**config.mk**
```make
export PLATFORM = sky130hd
export DESIGN_NAME = memory_port_arbiter
export DESIGN_NICKNAME = d
export VERILOG_FILES = /design/src/rtl/memory_port_arbiter.sv
export SDC_FILE = /design/constraint.sdc
export NUM_CORES = 1
export LEC_CHECK = 0
export BUFFER_PORTS_ARGS = -buffer_cell sky130_fd_sc_hd__clkbuf_2
export CORE_MARGIN = 5
export CORE_UTILIZATION = 40
export DETAILED_ROUTE_END_ITERATION = 8
export HOLD_SLACK_MARGIN = 0.06
export PLACE_DENSITY = 0.71
export SYNTH_ARGS = -nofsm -noshare
export SYNTH_HDL_FRONTEND = slang
export SYNTH_SLANG_ARGS = --single-unit
```
**constraint.sdc**
```tcl
create_clock -name clk_i -period 2.9 [get_ports clk_i]
set_input_delay 0.29 -clock clk_i [delete_from_list [all_inputs] [get_ports clk_i]]
set_output_delay 0.29 -clock clk_i [all_outputs]
set_load 0.05 [all_outputs]
```
**src/rtl/memory_port_arbiter.sv**
```systemverilog
// memory_port_arbiter: shares one memory port between instruction fetch and load/store,
// data-first with a fairness counter, and decodes ROM/RAM windows into ok/error responses.
module memory_port_arbiter #(
  parameter int                    DATA_WIDTH   = 32,
  parameter int                    MEMORY_DEPTH = 64,
  parameter logic [DATA_WIDTH-1:0] ROM_BASE     = 32'h00400000,
  parameter logic [DATA_WIDTH-1:0] RAM_BASE     = 32'h10010000,
  parameter int                    READ_LATENCY = 1,
  parameter int                    MAX_D_GRANTS = 4
) (
  input  logic                  clk_i,
  input  logic                  reset_i,
  input  logic                  if_req_i,
  input  logic [DATA_WIDTH-1:0] if_addr_i,
  output logic [DATA_WIDTH-1:0] if_rdata_o,
  output logic                  if_ack_o,
  output logic                  if_err_o,
  input  logic                  d_req_i,
  input  logic                  d_we_i,
  input  logic [DATA_WIDTH-1:0] d_addr_i,
  input  logic [DATA_WIDTH-1:0] d_wdata_i,
  output logic [DATA_WIDTH-1:0] d_rdata_o,
  output logic                  d_ack_o,
  output logic                  d_err_o,
  output logic [DATA_WIDTH-1:0] mem_address_o,
  output logic                  mem_write_enable_o,
  output logic [DATA_WIDTH-1:0] mem_write_data_o,
  input  logic [DATA_WIDTH-1:0] mem_read_data_i
);
  localparam int CW = READ_LATENCY > 1 ? $clog2(READ_LATENCY) : 1;
  localparam int FW = $clog2(MAX_D_GRANTS + 1);
  localparam logic [DATA_WIDTH-1:0] WIN  = DATA_WIDTH'(4 * MEMORY_DEPTH);
  localparam logic [FW-1:0]         MAXF = FW'(MAX_D_GRANTS);
  typedef enum logic [1:0] {IDLE, ACCESS, RESP} state_t;
  state_t                r_state;
  logic                  r_own_d;
  logic                  r_we;
  logic [CW-1:0]         r_cnt;
  logic [FW-1:0]         r_fair;
  logic                  w_grant;
  logic                  w_sel_d;
  logic                  w_we;
  logic                  w_legal;
  logic [DATA_WIDTH-1:0] w_addr;
  assign w_grant = if_req_i | d_req_i;
  assign w_sel_d = d_req_i & (~if_req_i | (r_fair != MAXF));
  assign w_addr  = w_sel_d ? d_addr_i : if_addr_i;
  assign w_we    = w_sel_d & d_we_i;
  // unsigned wrap of (addr - base) makes a single compare cover both window edges
  assign w_legal = (w_addr[1:0] == 2'b00) &&
                   (((w_addr - RAM_BASE) < WIN) || (((w_addr - ROM_BASE) < WIN) && !w_we));
  always_ff @(posedge clk_i or negedge reset_i) begin
    if (!reset_i) begin
      r_state            <= IDLE;
      r_own_d            <= 1'b0;
      r_we               <= 1'b0;
      r_cnt              <= '0;
      r_fair             <= '0;
      if_rdata_o         <= '0;
      if_ack_o           <= 1'b0;
      if_err_o           <= 1'b0;
      d_rdata_o          <= '0;
      d_ack_o            <= 1'b0;
      d_err_o            <= 1'b0;
      mem_address_o      <= '0;
      mem_write_enable_o <= 1'b0;
      mem_write_data_o   <= '0;
    end else begin
      if_ack_o           <= 1'b0;
      if_err_o           <= 1'b0;
      d_ack_o            <= 1'b0;
      d_err_o            <= 1'b0;
      mem_write_enable_o <= 1'b0;
      case (r_state)
        IDLE: if (w_grant) begin
          r_own_d <= w_sel_d;
          r_we    <= w_we;
          r_fair  <= (w_sel_d && if_req_i) ? ((r_fair == MAXF) ? r_fair : r_fair + 1'b1) : '0;
          if (w_legal) begin
            mem_address_o      <= w_addr;
            mem_write_data_o   <= d_wdata_i;
            mem_write_enable_o <= w_we;
            r_cnt              <= CW'(READ_LATENCY - 1);
            r_state            <= ACCESS;
          end else begin
            r_state <= RESP;
            if (w_sel_d) begin
              d_ack_o   <= 1'b1;
              d_err_o   <= 1'b1;
              d_rdata_o <= '0;
            end else begin
              if_ack_o   <= 1'b1;
              if_err_o   <= 1'b1;
              if_rdata_o <= '0;
            end
          end
        end
        ACCESS: if (r_cnt == '0) begin
          r_state <= RESP;
          if (r_own_d) begin
            d_ack_o   <= 1'b1;
            d_rdata_o <= r_we ? '0 : mem_read_data_i;
          end else begin
            if_ack_o   <= 1'b1;
            if_rdata_o <= mem_read_data_i;
          end
        end else r_cnt <= r_cnt - 1'b1;
        RESP:    r_state <= IDLE;
        default: r_state <= IDLE;
      endcase
    end
  end
endmodule
```
==> results of run 1 <==
[cells in the final DEF (no fill, tap or decap), drive strengths merged, types with 2 or more instances in the layout]
master / instances
a21oi: 65
and2: 24
buf: 12
bufinv: 3
clkbuf: 282
clkinv: 6
clkinvlp: 4
dfrtp: 140
ha: 2
inv: 6
mux2: 39
mux2i: 5
nand2: 90
nand2b: 3
nand4: 3
nor2: 40
nor3: 8
nor3b: 32
nor4: 10
o21ai: 4
[power breakdown]
part | switching, W | leakage, nW | internal, W
registers | 0.0000104 | 1.94 | 0.00197
clock network | 0.000846 | 0.288 | 0.00138
logic | 0.000175 | 2.17 | 0.000110
total | 0.00103 | 4.40 | 0.00345
[registers in the layout, indices dropped and copies added, names as in the netlist, 2 cells and up]
name and cells:
r_state 2, mem_address_o 32, if_rdata_o 32, mem_write_data_o 32, d_rdata_o 32, r_fair 3
[cell type report]
cell class	instances	area share, %
clock buffer	18	5.53
clock inverter	14	2.14
tap	184	2.90
inverter	5	0.236
multi-input combinational	335	26.9
timing repair buffer	277	18.2
sequential	140	44.1
[cell usage after synthesis (all sizes together) (2+ instances only)]
library cell / number / area share, %
nor4: 10 / 1.1
a21oi: 65 / 5.6
nand2b: 3 / 0.32
o21ai: 4 / 0.35
clkbuf: 26 / 1.7
nor3: 8 / 1.1
and2: 24 / 2.6
inv: 5 / 0.32
ha: 2 / 0.43
buf: 6 / 0.95
nand4: 3 / 0.32
dfrtp: 140 / 60
mux2i: 5 / 0.86
nor3b: 32 / 4.1
mux2: 39 / 9.8
nor2: 40 / 2.6
nand2: 90 / 5.8
[per-stage QoR]
stage / worst slack [ps] / area, sq um / hold slack [ps] / cells
final: 541 / 7950 / 99.7 / 973
after detailed placement: 562 / 7330 / 306 / 940
after CTS: 542 / 7950 / 81.4 / 973
after global placement: 619 / 7330 / 305 / 940
after global routing: 352 / 7950 / 81.2 / 973
after floorplan: 975 / 5800 / -5.59 / 512
[kinds of logic after synthesis]
logic type / synth area share, %
buffers and inverters: 2.96
DFF: 60.4
muxes: 10.7
AOI/OAI and AO/OA: 6.91
and+or+nand+nor: 18.6
adders and majority gates: 0.432
[worst paths after layout]
check	from	to
min in group asynchronous	reset_i	if_rdata_o[14]
min reg2reg	mem_address_o[19]	mem_address_o[19]
max	r_fair[0]	mem_write_data_o[23]
min	d_wdata_i[1]	mem_write_data_o[1]
max in group asynchronous	reset_i	if_ack_o
max reg2reg	r_fair[0]	mem_write_data_o[23]
[layer usage]
layer  track usage (%)  vias to the layer above
li1                  -                     2249
met1              24.0                     2257
met2              30.3                      167
met3              5.45                       30
met4              8.59                        0
met5                 0                        -
[timing repair]
item / CTS / global route
hold endpoints to repair: 59 / 0
buffers inserted: 0 / 0
hold buffers: 1 / 0
resized for setup: 0 / 0
==> results_dict.tcl, run 1 <==
set metrics [dict create \
    status "completed" \
    totalWireLength_um 16000 \
    die_h_um 130 \
    hold_path_depth 2 \
    gp_congestion 0.860 \
    ant_nets 0 \
    n_antenna_cell 0 \
    drc 0 \
    grt_usage_pct 18.9 \
    synthArstFlopShare_pct 100 \
    worstSetupEndpointType "register" \
    crit_type "reg2reg" \
    start_util_pct 40.3 \
    routedWlPerCell_um 16.4 \
    fp.dieW_um 130 \
    numCtsBuffers 17 \
    synth_cells 512 \
    slew_viol_final 0 \
    synth_area_sq_mm 0.00580 \
    r2r_slack_ps 540 \
    ir_drop_mv 0.343 \
    grt_pass1_vias 4912 \
    highest_layer "met4" \
    fin_worst_skew_ps 6.79 \
    hpwl_um 11600 \
    layout-drive-gt1-share_pct 45.0 \
    leakagePower_nw 4.40 \
    cap_violations 0 \
    synth_ff_type "dfrtp_1" \
    synth_edf_count 0 \
    rsz0062_at_grt "no" \
    tightestPinTransition_ps 698 \
    post-route-period-util_pct 81.4 \
    slowest_stage "a22oi_4" \
    reg2reg_depth 8 \
    num_rows 44 \
    p_per_area_mw_per_mm2 564 \
    crit_chain "inv_1, ha_1, nand3_1, nand2_1, nor2_1, a22oi_4, buf_12, mux2_4" \
    viasPerCell 4.83 \
    crit_cells 8 \
    drt-pass1-iter-count 4 \
    grt_max_degree 66 \
    clock_path_buffers 2 \
    ys_seq_area_share_pct 60.4 \
    htree_levels 4 \
    syn_to_final_growth_pct 37.1 \
    port_buffers 265 \
    slew_headroom_pct 53.5 \
    fin_crit_ps 2360 \
    critPathArrivalTime_ps 2660 \
    totalPowerFinal_w 0.00449 \
    start_kind "register" \
    grt_pass1_wl_um 25000 \
    clock_sinks 140 \
    hp-class "in2reg" \
    gr-total-overflow 0 \
    cts_root_buf "clkbuf_16" \
    hold_viol_final 0 \
    nFillCells 1292 \
    wl_met2_um 7810 \
    register_area_sq_mm 0.00350 \
    postLayoutCoreUtil_pct 55.3 \
    wl_met3_um 1180 \
    syn_nets 647 \
    avgSynthCellArea_sq_um 11.3 \
    path_clk_slew_ps 60 \
    cts_tree "done" \
    synthDistinctLibCells 32 \
    fin_setup_tns_ps 0 \
    critPathMaxStageDelay_ps 420 \
    worstPathMaxFanout 37 \
    wl_met1_um 6690 \
    setup_violations 0 \
    coreArea_sq_mm 0.0144 \
    clk-insertion-delay-late_ps 420 \
    dieArea_sq_mm 0.0170 \
    required_ps 3200 \
    multiInputGateArea_sq_mm 0.00214 \
    crit_family "simple AND/OR/NAND/NOR gates" \
    ios 266 \
    worstPathBufferInverterCount 2 \
    nets 911 \
    drt_iter0_drc 282 \
    antenna_found_initial 0 \
    vias 4703 \
    max_freq_ghz 0.424 \
    yosysWarnings 0 \
    synth-seq-cells 140 \
]
Note: power is estimated with default switching activity, not from simulation.
==> run 2, diff against run 1 <==
PLACE_DENSITY = 0.74   (was 0.71)
clock period = 2 ns   (was 2.9 ns; I/O delays follow)
==> results_dict.tcl, run 2 (same netlist as run 1, synthesis figures left out) <==
set metrics [dict create \
    crit_family "buffers and inverters" \
    clock_path_buffers 2 \
    slowest_stage "dfrtp_1" \
    post-route-period-util_pct 97.8 \
    grt_pass1_wl_um 28100 \
    r2r-start "r_fair[0]" \
    drt-pass1-iter-count 5 \
    hold_viol_final 0 \
    vias 5232 \
    layout-drive-gt1-share_pct 43.9 \
    reg2reg_depth 10 \
    hpwl_um 11900 \
    worstSetupEndpointType "register" \
    p_per_area_mw_per_mm2 723 \
    status "completed" \
    ant_nets 0 \
    holdCritStartpoint "mem_read_data_i[0]" \
    numCtsBuffers 17 \
    dp_slack_ps -301 \
    port_buffers 265 \
    start_util_pct 40.3 \
    rr_endpoint "mem_write_data_o[0]" \
    drc 0 \
    drt_iter0_drc 313 \
    max_freq_ghz 0.511 \
    hold_path_depth 3 \
    dieArea_sq_mm 0.0170 \
    slew_viol_final 0 \
    grt_max_degree 66 \
    ios 266 \
    grt_usage_pct 21.3 \
    tightestPinTransition_ps 695 \
    leakagePower_nw 4.81 \
    totalWireLength_um 18400 \
    slew_headroom_pct 53.6 \
    routedWlPerCell_um 17.4 \
    critPathMaxStageDelay_ps 390 \
    num_rows 44 \
    n_antenna_cell 0 \
    start_kind "register" \
    clk-insertion-delay-late_ps 410 \
    setup_violations 0 \
    hp-class "in2reg" \
    gp_congestion 0.831 \
    htree_levels 4 \
    cts_root_buf "clkbuf_16" \
    ir_drop_mv 0.536 \
    syn_to_final_growth_pct 53.1 \
    path_clk_slew_ps 60 \
    final_common_cell "clkbuf_2" \
    antenna_found_initial 0 \
    crit_type "reg2reg" \
    totalPowerFinal_w 0.00641 \
    crit_chain "inv_1, ha_2, nand3_2, and2_4, buf_8, nor2_4, a22oi_4, buf_12, buf_16, mux2_4" \
    critPathArrivalTime_ps 2250 \
    fp.dieW_um 130 \
    gr-total-overflow 0 \
    setup_ws_ps 43.3 \
    coreArea_sq_mm 0.0144 \
    die_h_um 130 \
    r2r_slack_ps 40 \
    whs_endpoint "if_rdata_o[0]" \
    clock_sinks 140 \
    grt_pass1_vias 5528 \
    viasPerCell 4.95 \
    cts_tree "done" \
    worstPathMaxFanout 13 \
    worstPathBufferInverterCount 4 \
    nets 995 \
    cap_violations 0 \
    required_ps 2290 \
    mostFrequentLayoutCells "264 x clkbuf_2, 140 x dfrtp_1, 89 x nand2_1" \
    fin_crit_ps 1960 \
    fin_worst_skew_ps 7.22 \
]
run 2: changes by cell type in the layout (fill, tap and decap cells not counted), moves of 3 or more:
cell / change
dlygate4sd3_1: +64
buf_4: +9
buf_12: +3
buf_16: +3
nor2_1: -3
run 2: layer usage:
| layer | share of wire, % | track usage (%) | up-vias |
|---|---|---|---|
| li1 | - | - | 2427 |
| met1 | 38 | 24.8 | 2456 |
| met2 | 50 | 35.3 | 267 |
| met3 | 6.6 | 5.16 | 82 |
| met4 | 5.6 | 13.8 | 0 |
| met5 | 0 | 0 | - |
run 2: area by class of cell:
cell class | instances | area (sq um)
Multi-Input combinational cell | 336 | 2200
Fill cell | 1119 | 5490
Sequential cell | 140 | 3500
Clock inverter | 13 | 118
Clock buffer | 19 | 443
Inverter | 5 | 18.8
Tap cell | 184 | 230
Timing Repair Buffer | 360 | 2360
run 2: worst reg2reg max path: cells and delay by family (launching register included):
kind | cells | cell delay, ps
mux | 1 | 310
simple gates | 3 | 340
buf+inv | 4 | 540
compound gates | 1 | 80
flops | 1 | 390
fa+ha+maj | 1 | 170
run 2: worst max-delay path by stage:
stage	startpoint	endpoint	slack, ps	cells past startpoint
CTS	r_fair[0]	mem_write_data_o[19]	2	10
detailed placement	r_fair[1]	if_rdata_o[4]	-300	7
floorplan	r_fair[0]	mem_address_o[22]	80	8
finish	r_fair[0]	mem_write_data_o[0]	40	10
global placement	r_fair[1]	if_rdata_o[0]	-270	7
global route	r_fair[0]	mem_write_data_o[1]	-30	10
run 2: stage by stage:
stage               setup TNS, ps  hold WS [ps]  utilization [%]  instance area (sq um)  instances
floorplan                       0         -95.6                -                   5800        512
detailed placement         -10130           144             51.6                   7410        948
CTS                             0          67.6             61.1                   8770       1051
global route                 -774          80.2             61.8                   8870       1057
global placement            -7690           145             51.6                   7410        948
finish                          0          81.9             61.8                   8870       1057
run 2: repair_timing:
action                     4_1_cts  5_1_grt
resized for setup               13        9
hold buffers                    65        0
setup buffers                    3        5
pin swaps                        3        1
hold endpoints to repair       103        0
setup endpoints to repair       73       53
gates cloned                     3        1
run 2: power breakdown:
group,switching [W],total [W],internal (W)
clock,0.00120,0.00295,0.00175
combinational,0.000305,0.000591,0.000286
sequential,0.0000151,0.00287,0.00285
total,0.00152,0.00641,0.00489
==> run 3, diff against run 2 <==
CORE_ASPECT_RATIO = 1.5   (was default)
==> results_dict.tcl, run 3 (same netlist as run 1, synthesis figures left out) <==
set metrics [dict create \
    cap_violations 0 \
    final_common_cell "clkbuf_2" \
    slew_viol_final 0 \
    r2r_slack_ps 50 \
    totalWireLength_um 16900 \
    grt_pass1_vias 5281 \
    slew_headroom_pct 23.5 \
    mostFrequentLayoutCells "264 x clkbuf_2, 140 x dfrtp_1, 90 x nand2_1" \
    rsz0062_at_grt "yes" \
    hp-class "in2reg" \
    start_util_pct 40.3 \
    dp_cells 970 \
    clk-insertion-delay-late_ps 410 \
    numCtsBuffers 17 \
    start_kind "register" \
    cts_root_buf "clkbuf_16" \
    rr_endpoint "mem_write_data_o[22]" \
    drt_iter0_drc 184 \
    die_h_um 157 \
    cts_tree "done" \
    num_rows 54 \
    ant_nets 0 \
    drt-pass1-iter-count 4 \
    nets 998 \
    grt_pass1_wl_um 26300 \
    hold_viol_final 0 \
    viasPerCell 4.74 \
    setup_violations 0 \
    syn_to_final_growth_pct 52.8 \
    ir_drop_mv 0.608 \
    clock_sinks 140 \
    tightestPinTransition_ps 1150 \
    worstPathMaxFanout 13 \
    critPathLaunch "r_fair[0]" \
    post-route-period-util_pct 97.7 \
    crit_type "reg2reg" \
    fp.dieW_um 108 \
    vias 5088 \
    postLayoutCoreUtil_pct 61.5 \
    path_clk_slew_ps 60 \
    crit_chain "inv_1, ha_1, nand3_1, and2_2, nor2_4, a22oi_4, clkbuf_16, mux2_4" \
    fin_cells 1073 \
    leakagePower_nw 4.82 \
    port_buffers 265 \
    fin_setup_tns_ps 0 \
    routedWlPerCell_um 15.7 \
    grt_max_degree 56 \
    fin_worst_skew_ps 16.8 \
    htree_levels 4 \
    slowest_stage "dfrtp_1" \
    layout-drive-gt1-share_pct 43.5 \
    crit_end "mem_write_data_o[22]" \
    clock_path_buffers 2 \
    hpwl_um 12100 \
    r2r-start "r_fair[0]" \
    critPathArrivalTime_ps 2250 \
    gp_congestion 0.786 \
    ios 266 \
    status "completed" \
    drc 0 \
    grt_usage_pct 20.0 \
    antenna_found_initial 1 \
    reg2reg_depth 8 \
    gr-total-overflow 0 \
    required_ps 2290 \
    coreArea_sq_mm 0.0144 \
    worstSetupEndpointType "register" \
    max_freq_ghz 0.512 \
    p_per_area_mw_per_mm2 740 \
    dieArea_sq_mm 0.0170 \
    fin_crit_ps 1950 \
    critPathMaxStageDelay_ps 340 \
]
run 3: final cells by class:
type / instances / area (sq um)
inverters: 5 / 18.8
flip-flops and latches: 140 / 3500
diodes: 1 / 2.50
clock buffers: 18 / 429
fillers: 1189 / 5540
clock inverters: 14 / 160
well taps: 196 / 245
repair buffers: 364 / 2340
multi-input cells: 335 / 2160
run 3: what timing repair did:
item                                   CTS  global route
cloned                                   1             1
gates resized for setup                  1             6
buffers inserted                         0             3
hold buffers                            65             0
endpoints found under the hold margin  115             0
setup endpoints to repair               52            93
pin swaps                                0             2
run 3: worst min path at each step:
stage / start / endpoint / slack (ps) / depth (start not counted)
after CTS: if_req_i / r_fair[1] / 90 / 3
after floorplan: reset_i / d_ack_o / -100 / 0
after detailed placement: reset_i / if_rdata_o[4] / 210 / 1
after global placement: reset_i / mem_write_data_o[24] / 200 / 1
after global routing: d_addr_i[2] / mem_address_o[2] / 100 / 4
final: if_addr_i[7] / mem_address_o[7] / 110 / 4
run 3: worst max-delay path, delay by kind of cell (launching register included):
family,cells,cell delay (ps)
buffers and inverters,2,320
flip-flops,1,340
AO/OA/AOI/OAI,1,310
AND/OR/NAND/NOR,3,380
adder cells (fa/ha/maj),1,190
multiplexers,1,310
run 3: through the flow:
stage / power [W] / setup WS (ps) / area (sq um) / hold WS [ps]
floorplan: 0.00307 / 75.4 / 5800 / -95.6
global placement: 0.00337 / -44.5 / 7500 / 201
detailed placement: 0.00337 / -85.4 / 7500 / 206
CTS: 0.00661 / -47.2 / 8780 / 90.3
global route: 0.00682 / -53.2 / 8850 / 103
finish: 0.00655 / 45.3 / 8850 / 114
run 3: power breakdown:
group          total, W  internal (W)  leakage [nW]  switching (W)
Combinational  0.000547      0.000288          2.59       0.000259
Clock           0.00311       0.00187         0.285        0.00125
Sequential      0.00289       0.00285          1.94      0.0000392
run 3: per-layer routing:
| metal | GRT usage (%) | up-vias | share of wire (%) |
|---|---|---|---|
| met2 | 37.1 | 195 | 55 |
| li1 | - | 2429 | - |
| met4 | 8.18 | 0 | 2.6 |
| met5 | 0 | - | 0 |
| met3 | 4.68 | 24 | 6.0 |
| met1 | 21.5 | 2440 | 37 |
